<file path="config.mk">
export PLATFORM = sky130hd
export DESIGN_NAME = rv32_mod_core_sequencer
export DESIGN_NICKNAME = d
export VERILOG_FILES = /design/src/rtl/rv32_pkg.sv /design/src/rtl/rv32_mod_bus_timeout.sv /design/src/rtl/rv32_mod_core_sequencer.sv
export SDC_FILE = /design/constraint.sdc
export NUM_CORES = 1
export LEC_CHECK = 0
export BUFFER_PORTS_ARGS = -buffer_cell sky130_fd_sc_hd__buf_2
export CORE_MARGIN = 10
export CORE_UTILIZATION = 45
export DETAILED_ROUTE_END_ITERATION = 8
export GPL_TIMING_DRIVEN = 0
export PLACE_DENSITY = 0.75
export SLEW_MARGIN = 0
export SYNTH_ARGS = -nofsm -noshare
export SYNTH_HDL_FRONTEND = slang
export SYNTH_HIERARCHICAL = 1
export SYNTH_SLANG_ARGS = --single-unit
</file>
<file path="constraint.sdc">
create_clock -name clk -period 4.6 [get_ports clk]
set_input_delay 0.92 -clock clk [delete_from_list [all_inputs] [get_ports clk]]
set_output_delay 0.92 -clock clk [all_outputs]
set_load 0.05 [all_outputs]
</file>
<file path="src/rtl/rv32_pkg.sv">
// -----------------------------------------------------------------------------
// rv32_pkg
// Shared types and constants for the RV32 core sequencer slice.
//   seq_state_e  : sequencer FSM states
//   trap_cause_e : encoding of the trap_cause output
//   OPC_*        : RV32I major opcodes (instr[6:0])
//   INSTR_NOP    : canonical NOP (addi x0, x0, 0), reset value of ir
//   FMT_*        : bit positions in the decoder's one-hot {r,i,s,b,u,j} vector
// -----------------------------------------------------------------------------
package rv32_pkg;

    typedef enum logic [2:0] {
        ST_IDLE      = 3'd0,
        ST_FETCH     = 3'd1,
        ST_DECODE    = 3'd2,
        ST_EXECUTE   = 3'd3,
        ST_MEM       = 3'd4,
        ST_WRITEBACK = 3'd5,
        ST_TRAP      = 3'd6
    } seq_state_e;

    typedef enum logic [1:0] {
        CAUSE_NONE    = 2'd0,
        CAUSE_BUS_ERR = 2'd1,
        CAUSE_TIMEOUT = 2'd2,
        CAUSE_ILLEGAL = 2'd3
    } trap_cause_e;

    localparam logic [6:0] OPC_LOAD     = 7'b000_0011;
    localparam logic [6:0] OPC_MISC_MEM = 7'b000_1111;
    localparam logic [6:0] OPC_OP_IMM   = 7'b001_0011;
    localparam logic [6:0] OPC_AUIPC    = 7'b001_0111;
    localparam logic [6:0] OPC_STORE    = 7'b010_0011;
    localparam logic [6:0] OPC_OP       = 7'b011_0011;
    localparam logic [6:0] OPC_LUI      = 7'b011_0111;
    localparam logic [6:0] OPC_BRANCH   = 7'b110_0011;
    localparam logic [6:0] OPC_JALR     = 7'b110_0111;
    localparam logic [6:0] OPC_JAL      = 7'b110_1111;
    localparam logic [6:0] OPC_SYSTEM   = 7'b111_0011;

    localparam logic [31:0] INSTR_NOP = 32'h0000_0013;

    // Bit positions inside dec_instruction_format = {r,i,s,b,u,j}
    localparam int unsigned FMT_R = 5;
    localparam int unsigned FMT_I = 4;
    localparam int unsigned FMT_S = 3;
    localparam int unsigned FMT_B = 2;
    localparam int unsigned FMT_U = 1;
    localparam int unsigned FMT_J = 0;

    // Only r/i/u/j formats carry an rd; stores and branches never write back.
    function automatic logic fmt_writes_rd(input logic [5:0] fmt);
        return fmt[FMT_R] | fmt[FMT_I] | fmt[FMT_U] | fmt[FMT_J];
    endfunction

    // Instruction addresses must be word aligned (no compressed support).
    function automatic logic addr_misaligned(input logic [31:0] addr);
        return (addr[1:0] != 2'b00);
    endfunction

endpackage

</file>
<file path="src/rtl/rv32_mod_bus_timeout.sv">
// -----------------------------------------------------------------------------
// rv32_mod_bus_timeout
// Counts consecutive bus request cycles that receive neither ack nor err and
// flags the cycle in which the limit is reached.
//   clk, rstn : clock, async active-low reset
//   clear     : hold the counter at zero (no request outstanding)
//   active    : a request is being presented this cycle
//   done      : ack or err seen this cycle (completion beats expiry)
//   expired   : this is the BUS_TIMEOUT-th silent request cycle
// BUS_TIMEOUT = 0 disables expiry entirely.
// -----------------------------------------------------------------------------
module rv32_mod_bus_timeout #(
    parameter int unsigned BUS_TIMEOUT = 16
) (
    input  logic clk,
    input  logic rstn,
    input  logic clear,
    input  logic active,
    input  logic done,
    output logic expired
);

    localparam int unsigned CNT_W = (BUS_TIMEOUT > 1) ? $clog2(BUS_TIMEOUT) : 1;
    // Count value present during the last permitted silent cycle.
    localparam logic [CNT_W-1:0] LAST_CNT =
        (BUS_TIMEOUT > 0) ? CNT_W'(BUS_TIMEOUT - 1) : {CNT_W{1'b0}};
    localparam logic TIMEOUT_EN = (BUS_TIMEOUT != 0);

    logic [CNT_W-1:0] wait_cnt_r;

    // Wait counter: cleared outside a request, advances on silent request cycles.
    always_ff @(posedge clk or negedge rstn) begin
        if (!rstn) begin
            wait_cnt_r <= {CNT_W{1'b0}};
        end else if (clear) begin
            wait_cnt_r <= {CNT_W{1'b0}};
        end else if (active && !done && (wait_cnt_r != LAST_CNT)) begin
            wait_cnt_r <= wait_cnt_r + {{(CNT_W-1){1'b0}}, 1'b1};
        end else begin
            wait_cnt_r <= wait_cnt_r;
        end
    end

    // Expiry only when nothing completed in the limit cycle.
    always_comb begin
        expired = 1'b0;
        if (TIMEOUT_EN && active && !done && (wait_cnt_r == LAST_CNT)) begin
            expired = 1'b1;
        end else begin
            expired = 1'b0;
        end
    end

endmodule

</file>
<file path="src/rtl/rv32_mod_core_sequencer.sv">
// -----------------------------------------------------------------------------
// rv32_mod_core_sequencer
// Multi-cycle RV32 control sequencer: IDLE -> FETCH -> DECODE -> EXECUTE ->
// [MEM] -> WRITEBACK -> FETCH, with a terminal TRAP state on bus error,
// bus timeout, illegal instruction or misaligned branch target.
//   clk, rstn              : clock, async active-low reset
//   instr_req/addr         : fetch request, address (= pc)
//   instr_ack/err/rdata    : fetch response
//   ir                     : instruction register, feeds the external decoder
//   dec_*                  : decoder results for the word in ir
//   data_req/ack/err       : load/store handshake
//   branch_taken/target    : pc redirect, used in WRITEBACK
//   rf_write_en            : register-file write strobe
//   pc                     : program counter
//   trap, trap_cause       : halted flag and reason
// All outputs are registered and decoded from the state being entered.
// -----------------------------------------------------------------------------
module rv32_mod_core_sequencer
    import rv32_pkg::*;
#(
    parameter logic [31:0] RESET_PC    = 32'h0000_0000,
    parameter int unsigned BUS_TIMEOUT = 16
) (
    input  logic        clk,
    input  logic        rstn,
    output logic        instr_req,
    output logic [31:0] instr_addr,
    input  logic        instr_ack,
    input  logic        instr_err,
    input  logic [31:0] instr_rdata,
    output logic [31:0] ir,
    input  logic        dec_is_compressed,
    input  logic        dec_is_mem_or_io,
    input  logic [5:0]  dec_instruction_format,
    output logic        data_req,
    input  logic        data_ack,
    input  logic        data_err,
    input  logic        branch_taken,
    input  logic [31:0] branch_target,
    output logic        rf_write_en,
    output logic [31:0] pc,
    output logic        trap,
    output logic [1:0]  trap_cause
);

    seq_state_e  state_r;
    seq_state_e  next_state_s;
    trap_cause_e trap_cause_r;
    trap_cause_e next_cause_s;
    logic [31:0] pc_r;
    logic [31:0] next_pc_s;
    logic [31:0] ir_r;
    logic        ir_load_s;
    logic        instr_req_r;
    logic        data_req_r;
    logic        trap_r;
    logic        rf_write_en_r;

    logic        req_active_s;
    logic        bus_ack_s;
    logic        bus_err_s;
    logic        bus_done_s;
    logic        bus_expired_s;
    logic        timeout_clear_s;

    // Select the handshake of whichever bus is being requested; responses on
    // an idle bus never reach the FSM.
    always_comb begin
        req_active_s = 1'b0;
        bus_ack_s    = 1'b0;
        bus_err_s    = 1'b0;
        case (state_r)
            ST_FETCH: begin
                req_active_s = 1'b1;
                bus_ack_s    = instr_ack;
                bus_err_s    = instr_err;
            end
            ST_MEM: begin
                req_active_s = 1'b1;
                bus_ack_s    = data_ack;
                bus_err_s    = data_err;
            end
            default: begin
                req_active_s = 1'b0;
                bus_ack_s    = 1'b0;
                bus_err_s    = 1'b0;
            end
        endcase
    end

    assign bus_done_s      = bus_ack_s | bus_err_s;
    // FETCH and MEM are never entered back-to-back, so holding the counter at
    // zero outside them is the same as clearing it on entry.
    assign timeout_clear_s = ~req_active_s;

    rv32_mod_bus_timeout #(
        .BUS_TIMEOUT (BUS_TIMEOUT)
    ) u_bus_timeout (
        .clk     (clk),
        .rstn    (rstn),
        .clear   (timeout_clear_s),
        .active  (req_active_s),
        .done    (bus_done_s),
        .expired (bus_expired_s)
    );

    // Next-state, next-pc and trap-cause selection.
    always_comb begin
        next_state_s = state_r;
        next_cause_s = trap_cause_r;
        next_pc_s    = pc_r;
        ir_load_s    = 1'b0;
        case (state_r)
            ST_IDLE: begin
                next_state_s = ST_FETCH;
            end
            ST_FETCH: begin
                // err outranks ack; ack outranks timeout expiry
                if (bus_err_s) begin
                    next_state_s = ST_TRAP;
                    next_cause_s = CAUSE_BUS_ERR;
                end else if (bus_ack_s) begin
                    next_state_s = ST_DECODE;
                    ir_load_s    = 1'b1;
                end else if (bus_expired_s) begin
                    next_state_s = ST_TRAP;
                    next_cause_s = CAUSE_TIMEOUT;
                end else begin
                    next_state_s = ST_FETCH;
                end
            end
            ST_DECODE: begin
                if (dec_is_compressed || (dec_instruction_format == 6'b00_0000)) begin
                    next_state_s = ST_TRAP;
                    next_cause_s = CAUSE_ILLEGAL;
                end else begin
                    next_state_s = ST_EXECUTE;
                end
            end
            ST_EXECUTE: begin
                if (dec_is_mem_or_io) begin
                    next_state_s = ST_MEM;
                end else begin
                    next_state_s = ST_WRITEBACK;
                end
            end
            ST_MEM: begin
                if (bus_err_s) begin
                    next_state_s = ST_TRAP;
                    next_cause_s = CAUSE_BUS_ERR;
                end else if (bus_ack_s) begin
                    next_state_s = ST_WRITEBACK;
                end else if (bus_expired_s) begin
                    next_state_s = ST_TRAP;
                    next_cause_s = CAUSE_TIMEOUT;
                end else begin
                    next_state_s = ST_MEM;
                end
            end
            ST_WRITEBACK: begin
                if (branch_taken) begin
                    if (addr_misaligned(branch_target)) begin
                        // pc stays on the offending branch
                        next_state_s = ST_TRAP;
                        next_cause_s = CAUSE_ILLEGAL;
                    end else begin
                        next_state_s = ST_FETCH;
                        next_pc_s    = branch_target;
                    end
                end else begin
                    next_state_s = ST_FETCH;
                    next_pc_s    = pc_r + 32'd4;
                end
            end
            ST_TRAP: begin
                next_state_s = ST_TRAP;
            end
            default: begin
                // Unreachable encoding: halt rather than run on corrupt state.
                next_state_s = ST_TRAP;
                next_cause_s = CAUSE_ILLEGAL;
            end
        endcase
    end

    // Sequencer state plus outputs registered from the state being entered.
    always_ff @(posedge clk or negedge rstn) begin
        if (!rstn) begin
            state_r       <= ST_IDLE;
            trap_cause_r  <= CAUSE_NONE;
            pc_r          <= RESET_PC;
            ir_r          <= INSTR_NOP;
            instr_req_r   <= 1'b0;
            data_req_r    <= 1'b0;
            trap_r        <= 1'b0;
            rf_write_en_r <= 1'b0;
        end else begin
            state_r       <= next_state_s;
            trap_cause_r  <= next_cause_s;
            pc_r          <= next_pc_s;
            if (ir_load_s) begin
                ir_r <= instr_rdata;
            end else begin
                ir_r <= ir_r;
            end
            instr_req_r   <= (next_state_s == ST_FETCH);
            data_req_r    <= (next_state_s == ST_MEM);
            trap_r        <= (next_state_s == ST_TRAP);
            rf_write_en_r <= (next_state_s == ST_WRITEBACK) &&
                             fmt_writes_rd(dec_instruction_format);
        end
    end

    assign instr_req   = instr_req_r;
    assign instr_addr  = pc_r;
    assign pc          = pc_r;
    assign ir          = ir_r;
    assign data_req    = data_req_r;
    assign trap        = trap_r;
    assign trap_cause  = trap_cause_r;
    assign rf_write_en = rf_write_en_r;

endmodule

</file>
## Yosys cells after proc, flatten, opt, wreduce, memory -nomap -nowiden

Cells that the tools add are included.
Widths: inputs -> output; s select.

| storage, ports and cells | value |
|---|---|
| memories kept | 0 |
| register bits after elaboration | 77 |
| output and inout bits | 102 |
| bits in writable memories | 0 |
| input bits | 79 |
| latch bits | 0 |
| logic and storage cells | 77 |
| bits in read-only memories | 0 |

| operators by class | value |
|---|---|
| add/sub/neg operators | 2 |
| $mul | 0 |
| bitwise gates (word level) | 5 |
| div/mod/pow operators | 0 |
| shift-type cells | 0 |
| magnitude comparators | 0 |
| reduce and logical (&&, ||, !) cells | 13 |
| multiplexer cells | 29 |
| equality and inequality tests | 19 |

Operators with widths:

| kind | number |
|---|---|
| $mux 32 | 2 |
| $add 32x3->32 const B | 1 |
| $eq 3x3->1 const B | 6 |
| $mux 2 | 9 |
| $mux 3 | 6 |
| $pmux 3 s6 | 1 |
| $ne 2x2->1 const B | 5 |
| $mux 4 | 2 |
| $pmux 2 s4 | 1 |
| $eq 3x1->1 const B | 2 |
| $eq 3x2->1 const B | 2 |
| $logic_not 6->1 | 1 |
| $mux 1 | 6 |
| $reduce_and 6->1 | 1 |
| $add 4x1->4 const B | 1 |
| $eq 4x4->1 const B | 1 |
| $logic_and 1x1->1 | 4 |
| $ne 4x4->1 const B | 1 |
| $or 1x1->1 | 4 |
| $pmux 1 s2 | 2 |
| $logic_not 3->1 | 1 |
| $ne 3x1->1 const B | 1 |
| $ne 3x2->1 const B | 1 |
| $reduce_or 3->1 | 1 |
| other kinds (6) | 6 |

## Depth between registers and ports, before layout

| depth | value |
|---|---|
| word-level depth | 13 |
| depth in mapped cells | 11 |

## Hierarchy

The synthesis kept the hierarchy.

By module, submodules not included:

| module | seq. area each (um2) | cells each | area each (um2) | times used |
|---|---|---|---|---|
| rv32_mod_core_sequencer | 1830.5 | 403 | 4045.1 | 1 |
| rv32_mod_bus_timeout | 100.1 | 24 | 249.0 | 1 |

## Worst setup path before layout

OpenSTA, ideal clock, no wires.

| timing | value |
|---|---|
| path type | input port to flip-flop |
| start point | input port data_err |
| end point | register trap_cause_r[0] (netlist: trap_cause[0]) |
| data required time | 4475 ps |
| setup time | 125 ps |
| arrival time | 2453 ps |
| slack | 2022 ps |
| cell stages on the path | 7 |
| path through | nand3b_1 > a41oi_1 > nand2b_4 > nor2_1 > o2bb2ai_1 > a2111oi_0 > mux2_2 |

| on the way | value |
|---|---|
| longest elaborated chain between the ends | 8 |
| elaborated cells between the ends (all ways) | 11 |
| classes of those cells | eq/ne: 2; mux: 4; bitwise: 1; reduce/logical: 4 |

Ends and longest elaborated chain:

| what | line | source |
|---|---|---|
| from (decl) | rv32_mod_core_sequencer.sv:37 | `input logic data_err,` |
| $pmux 1 s2 | rv32_mod_core_sequencer.sv:72 | `case (state_r)` |
| $or 1x1->1 | rv32_mod_core_sequencer.sv:91 | `assign bus_done_s = bus_ack_s \| bus_err_s;` |
| net bus_done_s | rv32_mod_core_sequencer.sv:62 | `logic bus_done_s;` |
| $logic_not 1->1 | rv32_mod_bus_timeout.sv:47 | `if (TIMEOUT_EN && active && !done && (wait_cnt_r == LAST_CNT)) begin` |
| $logic_and 1x1->1 (2 in a row) | rv32_mod_bus_timeout.sv:47 |  |
| $mux 1 | rv32_mod_bus_timeout.sv:47 |  |
| net bus_expired_s | rv32_mod_core_sequencer.sv:63 | `logic bus_expired_s;` |
| $ne 3x1->1 (no source line) | - |  |
| $reduce_and 6->1 (no source line) | - |  |
| to (signal assigned) | rv32_mod_core_sequencer.sv:199 | `trap_cause_r <= next_cause_s;` |
| to (decl) | rv32_mod_core_sequencer.sv:48 | `trap_cause_e trap_cause_r;` |

The timed path passes the listed nets, and every way through them passes these cells.
A chain may end at the register's enable or synchronous reset.

## Worst setup path after layout

| timing | value |
|---|---|
| start point | register state_r[2] |
| end point | register trap_cause_r[0] (netlist: trap_cause[0]) |

| on the way | value |
|---|---|
| elaborated cells between the ends (all ways) | 26 |
| classes of those cells | eq/ne: 11; mux: 6; bitwise: 2; reduce/logical: 7 |

RTL lines:

| what | line | source |
|---|---|---|
| from (decl) | rv32_mod_core_sequencer.sv:46 | `seq_state_e state_r;` |
| from (signal assigned) | rv32_mod_core_sequencer.sv:198 | `state_r <= next_state_s;` |
| $eq 3x3->1 / $eq 3x1->1 (equally long branches) | rv32_mod_core_sequencer.sv:72 |  |
| $reduce_or 2->1 (no source line) (*) | - |  |
| $mux 1 (*) | rv32_mod_core_sequencer.sv:72 |  |
| net req_active_s | rv32_mod_core_sequencer.sv:59 | `logic req_active_s;` |
| $logic_and 1x1->1 (*) (2 in a row) | rv32_mod_bus_timeout.sv:47 |  |
| $mux 1 (*) | rv32_mod_bus_timeout.sv:47 |  |
| net bus_expired_s | rv32_mod_core_sequencer.sv:63 |  |
| $ne 3x1->1 (no source line) (*) | - |  |
| $reduce_and 6->1 (no source line) (*) | - |  |

Mark *: on every way through the listed nets, which the timed path passes. The rest lies on a longest branch.

==> impl_metrics.json <==
{
  "status": "finished with violations",
  "violations": "design-rule violations",
  "period_share_pct": 61.6,
  "slew_headroom_pct": 47.4,
  "finalHoldViolations": 0,
  "clkLatencyLatePin_ps": 360,
  "syn_nets": 508,
  "drive_above_1_share_pct": 47.3,
  "placed_area_um2": 5390,
  "grt_pass1_vias": 4234,
  "first_pass_iters": 9,
  "critPathRequiredTime_ps": 4830,
  "endpoint_kind": "flop",
  "routed_wirelength_mm": 13.3,
  "ios": 181,
  "finalClockSkew_ps": 10.1,
  "syn2layout_area_growth_pct": 29.8,
  "vdd_drop_max_v": 0.000517,
  "grt_remaining_overflow": 0,
  "synth_cell_types": 61,
  "post-route-drc-count": 2,
  "setup_viol": 0,
  "tritoncts": "built",
  "postCtsSetupBuffers": 0,
  "grt_start_max_net_pins": 60,
  "numPortBuffers": 180,
  "critical_path_arrival_ps": 3070,
  "avgSynthCellArea_um2": 10.1,
  "n_fill_cell": 838,
  "ctsHoldBuffers": 0,
  "maxCapViolCount": 0,
  "maxSlewViolCount": 0,
  "yosysWarnings": 6,
  "crit_path_max_fanout": 10,
  "chipWidth_um": 118,
  "clock.fmax_ghz": 0.353,
  "clk_pin_slew_worst_paths_ps": 100,
  "synthFlopType": "dfrtp_1",
  "grt_pass1_wl_mm": 21.8,
  "dp_hpwl_mm": 10.3,
  "routed_via_density": 5.29,
  "drtIter0Drc": 284,
  "initial_core_util_pct": 46.3,
  "ys_ff_latch": 77,
  "fin_nets": 700,
  "rows": 35,
  "synthCells": 427,
  "mappedNetlistArea_um2": 4290,
  "die_h_um": 118,
  "ctsResizeCount": 0,
  "hold_ws_ps": 429,
  "p_total_mw": 4.78,
  "ctsHtreeMaxLevel": 3,
  "hold_class": "primary input to asynchronous set/reset pin",
  "numCtsBuffers": 9,
  "worst_slew_pin_slew_ps": 782,
  "cts_max_path_buffers": 2,
  "start_kind": "flop",
  "dieArea_um2": 13800,
  "post_drt_wl_per_cell_um": 17.6,
  "synthArstFlopShare_pct": 100,
  "antenna_left": 0,
  "root_buffer": "clkbuf_8",
  "track_usage_pct": 18.7,
  "postLayoutCoreUtil_pct": 60.0,
  "layout_min_cycle_time_ps": 2840,
  "seqCellArea_um2": 1930,
  "rsz0062_at_grt": "no",
  "gp_routability_congestion": 0.882,
  "antennaDiodeCount": 0,
  "vias": 3985,
  "cts_sinks": 77,
  "reg2reg_depth": 8,
  "synth_edf_count": 0,
  "worstSetupPathType": "flop to flop",
  "multi_input_area_um2": 1930,
  "ys_seq_area_share_pct": 45.0,
  "antenna_found_initial": 0,
  "p_leak_nw": 2.67,
  "power_density_nw_per_um2": 858,
  "setup_tns_ps": 0,
  "core_area_um2": 9280,
  "final_area_um2": 5570
}
flip-flops by register name, summed over array words and instances (netlist names):
name and cells:
instr_addr 32, trap_cause 2, data_req 1, ir 32
state_r 3, trap 1, instr_req 1, u_bus_timeout/wait_cnt_r 4
rf_write_en 1
worst max-delay path, stage by stage, from the launching register on:
cell	delay [ps]
dfrtp_1	380
buf_4	160
nand2b_1	230
a21oi_1	410
nand2b_4	130
nor2_1	270
o2bb2ai_1	100
a2111oi_0	640
mux2_2	400
per-stage QoR:
stage | worst slack (ps) | instances
CTS | 1760 | 753
floorplan | 2020 | 427
finish | 1760 | 753
detailed placement | 1550 | 737
global placement | 1650 | 736
global route | 1520 | 753
logic make-up (layout without fill, tap and decap cells):
group | after synthesis | in the layout | share of synthesized area [%]
DFF | 77 | 77 | 45.0
and+or+nand+nor | 130 | 130 | 18.1
muxes | 38 | 38 | 9.85
buffers and inverters | 67 | 264 | 9.99
adders and majority gates | 2 | 2 | 0.583
AOI/OAI and AO/OA | 113 | 113 | 16.6
per-layer routing:
metal / global-route usage, % / share of wire [%] / wire length [µm]
met2: 31.3 / 47 / 6290
met1: 21.8 / 42 / 5510
met5: 0 / 0 / 0
met4: 5.26 / 1.4 / 188
met3: 7.24 / 9.7 / 1290
layout make-up:
class | instances | area share (%)
buffer | 56 | 6.96
sequential | 77 | 34.6
clock inverter | 7 | 1.12
inverter | 11 | 0.741
clock buffer | 9 | 2.22
timing repair buffer | 181 | 16.7
multi-input combinational | 283 | 34.7
tap | 129 | 2.90
where the power goes:
part | total (mW) | internal, mW | switching, mW | leakage, nW
clock | 0.498 | 0.207 | 0.291 | 0.0863
combinational | 3.01 | 0.855 | 2.15 | 1.66
sequential | 1.27 | 0.986 | 0.289 | 0.924
total | 4.78 | 2.05 | 2.73 | 2.67
layout by cell type, fill, tap and decap left out, types with 4 or more instances in the layout:
master    count
nand3_1      10
buf_6         4
mux2_2       34
nand4_1       6
buf_2       186
o22a_1        7
or3_1         5
mux2i_1       4
a21oi_1      27
dfrtp_1      74
a31oi_1      10
buf_4        34
a22oi_1       4
nor2_1       24
o21ai_0      34
clkbuf_8     10
nor3_1        9
inv_1        10
nor2b_1       6
o21a_1        7
and3_1        4
nand2b_1      5
clkbuf_1     10
nand3b_1      5
nor4_1        9
nand2_1      27
path summary, 6_finish.rpt:
path | startpoint | end | slack [ps]
max reg2reg | state_r[2] | trap_cause[0] | 1760
max | state_r[2] | trap_cause[0] | 1760
max in group asynchronous | rstn | ir[4] | 3550
min in group clk | ir[2] | ir[2] | 510
min | rstn | instr_addr[7] | 430
min reg2reg | ir[2] | ir[2] | 510
synth_stat cells, types with 5 or more instances:
library cell / count / area share, %
nand3_1: 10 / 1.2
nor4_1: 9 / 1.3
or3_1: 5 / 0.73
o22a_1: 7 / 1.4
buf_4: 33 / 5.8
nand3b_1: 5 / 0.87
nor2_1: 24 / 2.1
clkbuf_1: 10 / 0.87
a31oi_1: 10 / 1.5
o21a_1: 7 / 1.2
nor2b_1: 6 / 0.87
nand2_1: 27 / 2.4
buf_2: 7 / 0.82
dfrtp_1: 74 / 43
nand2b_1: 5 / 0.73
o21ai_0: 34 / 4.0
nor3_1: 9 / 1.0
nand4_1: 6 / 0.87
a21oi_1: 27 / 3.1
inv_1: 10 / 0.87
mux2_2: 34 / 8.9
Power figures use the tool's default switching activity.
